==> src/rtl/usb_rx_deserializer_pkg.sv <==
// Shared types for the USB receive deserializer: bus line states, FSM states
// and the protocol constants used by the decoder and the framing FSM.
package usb_rx_deserializer_pkg;

  typedef enum logic [1:0] {
    LS_SE0 = 2'b00,
    LS_J   = 2'b01,
    LS_K   = 2'b10,
    LS_SE1 = 2'b11
  } line_state_t;

  typedef enum logic [2:0] {
    ST_IDLE,
    ST_SYNC,
    ST_DATA,
    ST_EOP,
    ST_ERROR
  } rx_state_t;

  // SYNC needs at least this many decoded zeros before its closing one.
  localparam int unsigned SYNC_MIN_ZEROS = 5;
  // A run of this many ones forces a stuff bit into the next position.
  localparam int unsigned STUFF_RUN      = 6;

  function automatic logic is_jk(input line_state_t ls);
    return (ls == LS_J) || (ls == LS_K);
  endfunction

endpackage

==> src/rtl/usb_rx_deserializer_unstuff.sv <==
// NRZI decoder and bit unstuffer. Unstuffing is only active while data_mode
// is high; stuff_err is only generated when USB_RX_ERR_EN is defined.
module usb_rx_unstuff
  import usb_rx_deserializer_pkg::*;
(
  input  logic        clk,
  input  logic        reset,
  input  logic        bit_strobe,
  input  line_state_t line_state,
  input  logic        data_mode,
  output logic        dec_bit,
  output logic        bit_valid,
  output logic        stuff_err
);

  line_state_t prev_ls;
  logic [2:0]  ones_cnt;
  logic        strobe_jk;
  logic        stuff_pos;

  assign strobe_jk = bit_strobe && is_jk(line_state);
  assign dec_bit   = (line_state == prev_ls);
  assign stuff_pos = data_mode && (ones_cnt == 3'(STUFF_RUN));
  assign bit_valid = strobe_jk && !stuff_pos;

`ifdef USB_RX_ERR_EN
  assign stuff_err = strobe_jk && stuff_pos && dec_bit;
`else
  assign stuff_err = 1'b0;
`endif

  always_ff @(posedge clk or negedge reset) begin
    if (!reset) begin
      prev_ls  <= LS_J;
      ones_cnt <= '0;
    end else begin
      if (strobe_jk)
        prev_ls <= line_state;
      // The stuff position always restarts the run, whether the bit was a
      // legal zero or a violating one.
      if (!data_mode)
        ones_cnt <= '0;
      else if (strobe_jk)
        ones_cnt <= (stuff_pos || !dec_bit) ? 3'd0 : ones_cnt + 3'd1;
    end
  end

endmodule

==> src/rtl/usb_rx_deserializer.sv <==
// USB receive deserializer: SYNC detection, byte assembly and EOP framing.
// Define USB_RX_ERR_EN to build stuff/alignment/SE1 error detection.
module usb_rx_deserializer
  import usb_rx_deserializer_pkg::*;
(
  input  logic        clk,
  input  logic        reset,
  input  line_state_t line_state,
  input  logic        bit_strobe,
  output logic [7:0]  rx_data,
  output logic        rx_active,
  output logic        rx_valid,
  output logic        rx_error
);

  rx_state_t   state, state_nxt;
  logic [2:0]  zero_cnt, zero_nxt;
  logic [2:0]  bit_cnt, bcnt_nxt;
  logic [7:0]  shreg, shreg_nxt;
  logic [7:0]  data_nxt;
  logic        active_nxt, valid_nxt, err_nxt;
  line_state_t ls;
  logic        dec_bit, bit_valid, stuff_err;

`ifdef USB_RX_ERR_EN
  logic se0_seen, se0_nxt;
  assign ls = line_state;
`else
  logic unused_stuff_err;
  assign unused_stuff_err = stuff_err;
  // Without error detection an SE1 is simply an early end of packet.
  assign ls = (line_state == LS_SE1) ? LS_SE0 : line_state;
`endif

  usb_rx_unstuff u_unstuff (
    .clk        (clk),
    .reset      (reset),
    .bit_strobe (bit_strobe),
    .line_state (line_state),
    .data_mode  (state == ST_DATA),
    .dec_bit    (dec_bit),
    .bit_valid  (bit_valid),
    .stuff_err  (stuff_err)
  );

  always_comb begin
    state_nxt  = state;
    zero_nxt   = zero_cnt;
    bcnt_nxt   = bit_cnt;
    shreg_nxt  = shreg;
    data_nxt   = rx_data;
    active_nxt = rx_active;
    valid_nxt  = 1'b0;
`ifdef USB_RX_ERR_EN
    err_nxt    = rx_error;
    se0_nxt    = se0_seen;
`else
    err_nxt    = 1'b0;
`endif
    if (bit_strobe) begin
      case (state)
        ST_IDLE: begin
          if (ls == LS_K) begin
            state_nxt = ST_SYNC;
            zero_nxt  = '0;
          end
        end
        ST_SYNC: begin
          if (ls == LS_SE0)
            state_nxt = ST_IDLE;
`ifdef USB_RX_ERR_EN
          else if (ls == LS_SE1) begin
            state_nxt = ST_ERROR;
            err_nxt   = rx_active;
          end
`endif
          else if (!dec_bit)
            zero_nxt = (zero_cnt == 3'd7) ? zero_cnt : zero_cnt + 3'd1;
          else if (zero_cnt >= 3'(SYNC_MIN_ZEROS)) begin
            state_nxt  = ST_DATA;
            active_nxt = 1'b1;
            bcnt_nxt   = '0;
          end else
            state_nxt = ST_IDLE;
        end
        ST_DATA: begin
          if (ls == LS_SE0) begin
            // A partial byte at EOP is never presented.
            state_nxt = ST_EOP;
            bcnt_nxt  = '0;
`ifdef USB_RX_ERR_EN
            if (bit_cnt != 3'd0)
              err_nxt = 1'b1;
`endif
          end
`ifdef USB_RX_ERR_EN
          else if ((ls == LS_SE1) || stuff_err) begin
            state_nxt = ST_ERROR;
            err_nxt   = 1'b1;
          end
`endif
          else if (bit_valid) begin
            shreg_nxt = {dec_bit, shreg[7:1]};
            bcnt_nxt  = bit_cnt + 3'd1;
            if (bit_cnt == 3'd7) begin
              data_nxt  = {dec_bit, shreg[7:1]};
              valid_nxt = 1'b1;
            end
          end
        end
        ST_EOP: begin
          if (ls == LS_J) begin
            state_nxt  = ST_IDLE;
            active_nxt = 1'b0;
            err_nxt    = 1'b0;
          end
`ifdef USB_RX_ERR_EN
          else if (ls == LS_SE1) begin
            state_nxt = ST_ERROR;
            err_nxt   = rx_active;
          end
`endif
        end
`ifdef USB_RX_ERR_EN
        ST_ERROR: begin
          if (ls == LS_SE0)
            se0_nxt = 1'b1;
          else if ((ls == LS_J) && se0_seen) begin
            state_nxt  = ST_IDLE;
            active_nxt = 1'b0;
            err_nxt    = 1'b0;
            se0_nxt    = 1'b0;
          end
        end
`endif
        default: state_nxt = ST_IDLE;
      endcase
    end
  end

  always_ff @(posedge clk or negedge reset) begin
    if (!reset) begin
      state     <= ST_IDLE;
      zero_cnt  <= '0;
      bit_cnt   <= '0;
      shreg     <= '0;
      rx_data   <= '0;
      rx_active <= 1'b0;
      rx_valid  <= 1'b0;
      rx_error  <= 1'b0;
`ifdef USB_RX_ERR_EN
      se0_seen  <= 1'b0;
`endif
    end else begin
      state     <= state_nxt;
      zero_cnt  <= zero_nxt;
      bit_cnt   <= bcnt_nxt;
      shreg     <= shreg_nxt;
      rx_data   <= data_nxt;
      rx_active <= active_nxt;
      rx_valid  <= valid_nxt;
      rx_error  <= err_nxt;
`ifdef USB_RX_ERR_EN
      se0_seen  <= se0_nxt;
`endif
    end
  end

endmodule

==> config.mk <==
export PLATFORM = sky130hd
export DESIGN_NAME = usb_rx_deserializer
export DESIGN_NICKNAME = d
export VERILOG_FILES = /design/src/rtl/usb_rx_deserializer_pkg.sv /design/src/rtl/usb_rx_deserializer_unstuff.sv /design/src/rtl/usb_rx_deserializer.sv
export SDC_FILE = /design/constraint.sdc
export NUM_CORES = 1
export LEC_CHECK = 0
export ABC_CLOCK_PERIOD_IN_PS = 2500
export CAP_MARGIN = 20
export CORE_UTILIZATION = 60
export CTS_BUF_LIST = sky130_fd_sc_hd__clkbuf_8
export DETAILED_ROUTE_END_ITERATION = 8
export PLACE_DENSITY_LB_ADDON = 0.2
export SLEW_MARGIN = 10
export SYNTH_ARGS = -nofsm -noshare
export SYNTH_HDL_FRONTEND = slang
export SYNTH_SLANG_ARGS = --single-unit
==> constraint.sdc <==
create_clock -name clk -period 2.5 [get_ports clk]
set_input_delay 0.375 -clock clk [delete_from_list [all_inputs] [get_ports clk]]
set_output_delay 0.375 -clock clk [all_outputs]
set_load 0.1 [all_outputs]
==> metrics.txt <==
count of unique library cells instantiated by Yosys 37; area growth from synthesis to final layout 15.2%; CP Max Fanout 9; maximum root-to-sink buffer count 2; DRC Markers 0; Worst R2R Path Depth 4; post-synthesis cell count 142; clock skew 2.97 ps; count of max-cap constraint violations 0; total global routing track utilization 24.9%; post-layout util 73.0%; Antenna diodes 0; die area 2820 sq um; sequential cell area fraction in the yosys report 47.9%; die width 53.1 um; final antenna-violating net count 0; DR vias/cell 5.66; hold violation total from the final report 0; Worst VDD drop 0.535 mV; via count of the first global-routing pass 1102; Most used DFF post-synth sky130_fd_sc_hd__dfrtp_1; kind of capture point of the worst setup path flip-flop; HPWL after DPL 2110 um; Post-CTS Repair Setup Buffers 0; power per cell area 680 nW/um^2; CTS Root Cell sky130_fd_sc_hd__clkbuf_8; run status finished, final reports clean; Hold Worst Slack 374 ps; Initial Util 63.3%; wire length of the first global-routing pass 4770 um; largest net degree at the start of global routing 24; yosys synthesis warning count 0; TritonCTS clock tree built; CP startpoint kind primary input; Worst Path Class, Setup primary input to flip-flop; total of flip-flops plus latches after synthesis 30; net count after synthesis 156; number of rows in the core area 18; cell type with the highest aggregate area in the netlist sky130_fd_sc_hd__dfrtp_1; vias 1093; setup TNS 0 ps; number of slew-limit violations in the final report 0; share of layout cells above drive strength 1 25.2%; number of antenna violations at the first check in global routing 0; DRC marker count from the first detailed-route iteration 33; CTS resizes 0; fillcell total 181; RD Place Congestion 0.845; count of input and output buffers 14; number of CTS-inserted buffers 5; largest cells by area after synthesis sky130_fd_sc_hd__dfrtp_1, sky130_fd_sc_hd__mux2_4, sky130_fd_sc_hd__ha_1, sky130_fd_sc_hd__nand2_1, sky130_fd_sc_hd__mux2_2; Routed WL per cell 14.6 um; data arrival time at the worst-slack endpoint 2340 ps; share of flip-flops with an asynchronous set or reset after synthesis 100%; Hold-fix buffers, CTS 0; source-to-sink clock delay at the later pin of the worst-skew pair 280 ps; average instance area after synthesis 11.0 sq um; area inside the core boundary 2480 sq um; setup repair after global routing missed its margin false; H-tree Lvls 2; number of detailed-routing iterations run before antenna repair 4; height of the chip 53.1 um; TritonCTS sink count 30; clock input transition at the sequential cells of the worst setup and hold paths 60 ps; number of setup violations in the final report 0; number of nets in the final layout 176; fin crit period 2180 ps; Synth top area share 46.3%; leakage power figure 0.958 nW; wire length after detailed routing 2830 um; number of flops mapped to enable cells by yosys 0; total standard cell area after synthesis 1570 sq um; overflow left after global routing 0; Peak Freq 458 MHz; required time reported for the critical path endpoint 2660 ps; share of the cycle needed by the critical path after routing 87.3%; class of the tightest hold or removal check primary input to async pin; leading post-synthesis cells by instance count sky130_fd_sc_hd__dfrtp_1, sky130_fd_sc_hd__nand2_1, sky130_fd_sc_hd__ha_1; Ports 16
## power by group
part	switching [mW]	total, mW	internal (mW)	leakage (nW)
clock network	0.173	0.391	0.217	0.0524
logic	0.148	0.256	0.109	0.496
registers	0.0551	0.582	0.527	0.409
total	0.376	1.23	0.853	0.958
## area by class of cell
| cell class | count | area (sq um) | share of cell area [%] |
|---|---|---|---|
| inverter | 8 | 30.0 | 1.66 |
| sequential | 30 | 752 | 41.6 |
| clock buffer | 6 | 82.6 | 4.57 |
| timing repair buffer | 19 | 153 | 8.44 |
| tap | 30 | 37.5 | 2.08 |
| multi-input combinational | 98 | 744 | 41.2 |
| clock inverter | 2 | 8.76 | 0.484 |
## state kept, by name, indices dropped and copies added, names as in the netlist
signal and count:
shreg 7, u_unstuff.ones_cnt 3, rx_valid 1, rx_active 1
bit_cnt 3, u_unstuff.prev_ls 2, zero_cnt 3, state 2
rx_data 8
## kinds of logic (layout without fill, tap and decap cells)
group | Yosys count | count (layout) | share of synthesized area (%)
AND/OR/NAND/NOR | 54 | 54 | 18.4
flip-flops | 30 | 30 | 47.9
AO/OA/AOI/OAI | 18 | 18 | 8.53
multiplexers | 14 | 14 | 12.0
buffers and inverters | 14 | 35 | 4.63
adder cells (fa/ha/maj) | 9 | 9 | 7.18
XOR/XNOR | 2 | 2 | 1.12
other | 1 | 1 | 0.239
## layer usage
layer	vias to the layer above	share of wire [%]	global-route usage (%)
met5	-	0	0
met4	0	2.7	11.8
met3	11	4.4	9.48
met2	28	48	39.7
met1	525	45	29.2
li1	529	-	-
## path summary, 6_finish.rpt
check | startpoint | endpoint | slack [ps]
worst max-delay path | line_state[0] | rx_data[0] | 320
worst min-delay path | reset | state[0] | 370
worst max register to register | state[1] | bit_cnt[0] | 730
worst min register to register | shreg[1] | shreg[1] | 480
max in group asynchronous | reset | rx_data[3] | 1510
min in group clk | shreg[1] | shreg[1] | 480
## critical path, cell delays in order
cell and delay, ps:
sky130_fd_sc_hd__clkdlybuf4s50_1 520, sky130_fd_sc_hd__inv_1 70, sky130_fd_sc_hd__ha_1 360, sky130_fd_sc_hd__nand2b_1 260, sky130_fd_sc_hd__nor3b_4 280, sky130_fd_sc_hd__nand2_4 150
sky130_fd_sc_hd__mux2_4 330
## metrics by stage
step | power (mW) | cell area (sq um) | std cells | setup WS, ps
after CTS | 1.24 | 1810 | 193 | 305
final | 1.23 | 1810 | 193 | 317
after detailed placement | 0.846 | 1720 | 185 | 9.87
after global routing | 1.31 | 1810 | 193 | 181
after floorplan | 0.790 | 1570 | 142 | 619
after global placement | 0.833 | 1720 | 185 | 82.3
## layout by cell type (no fill, tap or decap), types with 3 or more instances in the layout
master | synthesis | routed
sky130_fd_sc_hd__a21oi_1 | 3 | 3
sky130_fd_sc_hd__buf_4 | 1 | 15
sky130_fd_sc_hd__clkbuf_8 | 0 | 6
sky130_fd_sc_hd__clkdlybuf4s50_1 | 0 | 4
sky130_fd_sc_hd__dfrtp_1 | 29 | 29
sky130_fd_sc_hd__ha_1 | 9 | 9
sky130_fd_sc_hd__inv_1 | 8 | 9
sky130_fd_sc_hd__mux2_2 | 6 | 6
sky130_fd_sc_hd__mux2_4 | 8 | 8
sky130_fd_sc_hd__nand2_1 | 29 | 29
sky130_fd_sc_hd__nor2_1 | 6 | 6
sky130_fd_sc_hd__o21ai_0 | 4 | 4
(Power assumes the default switching activity.)
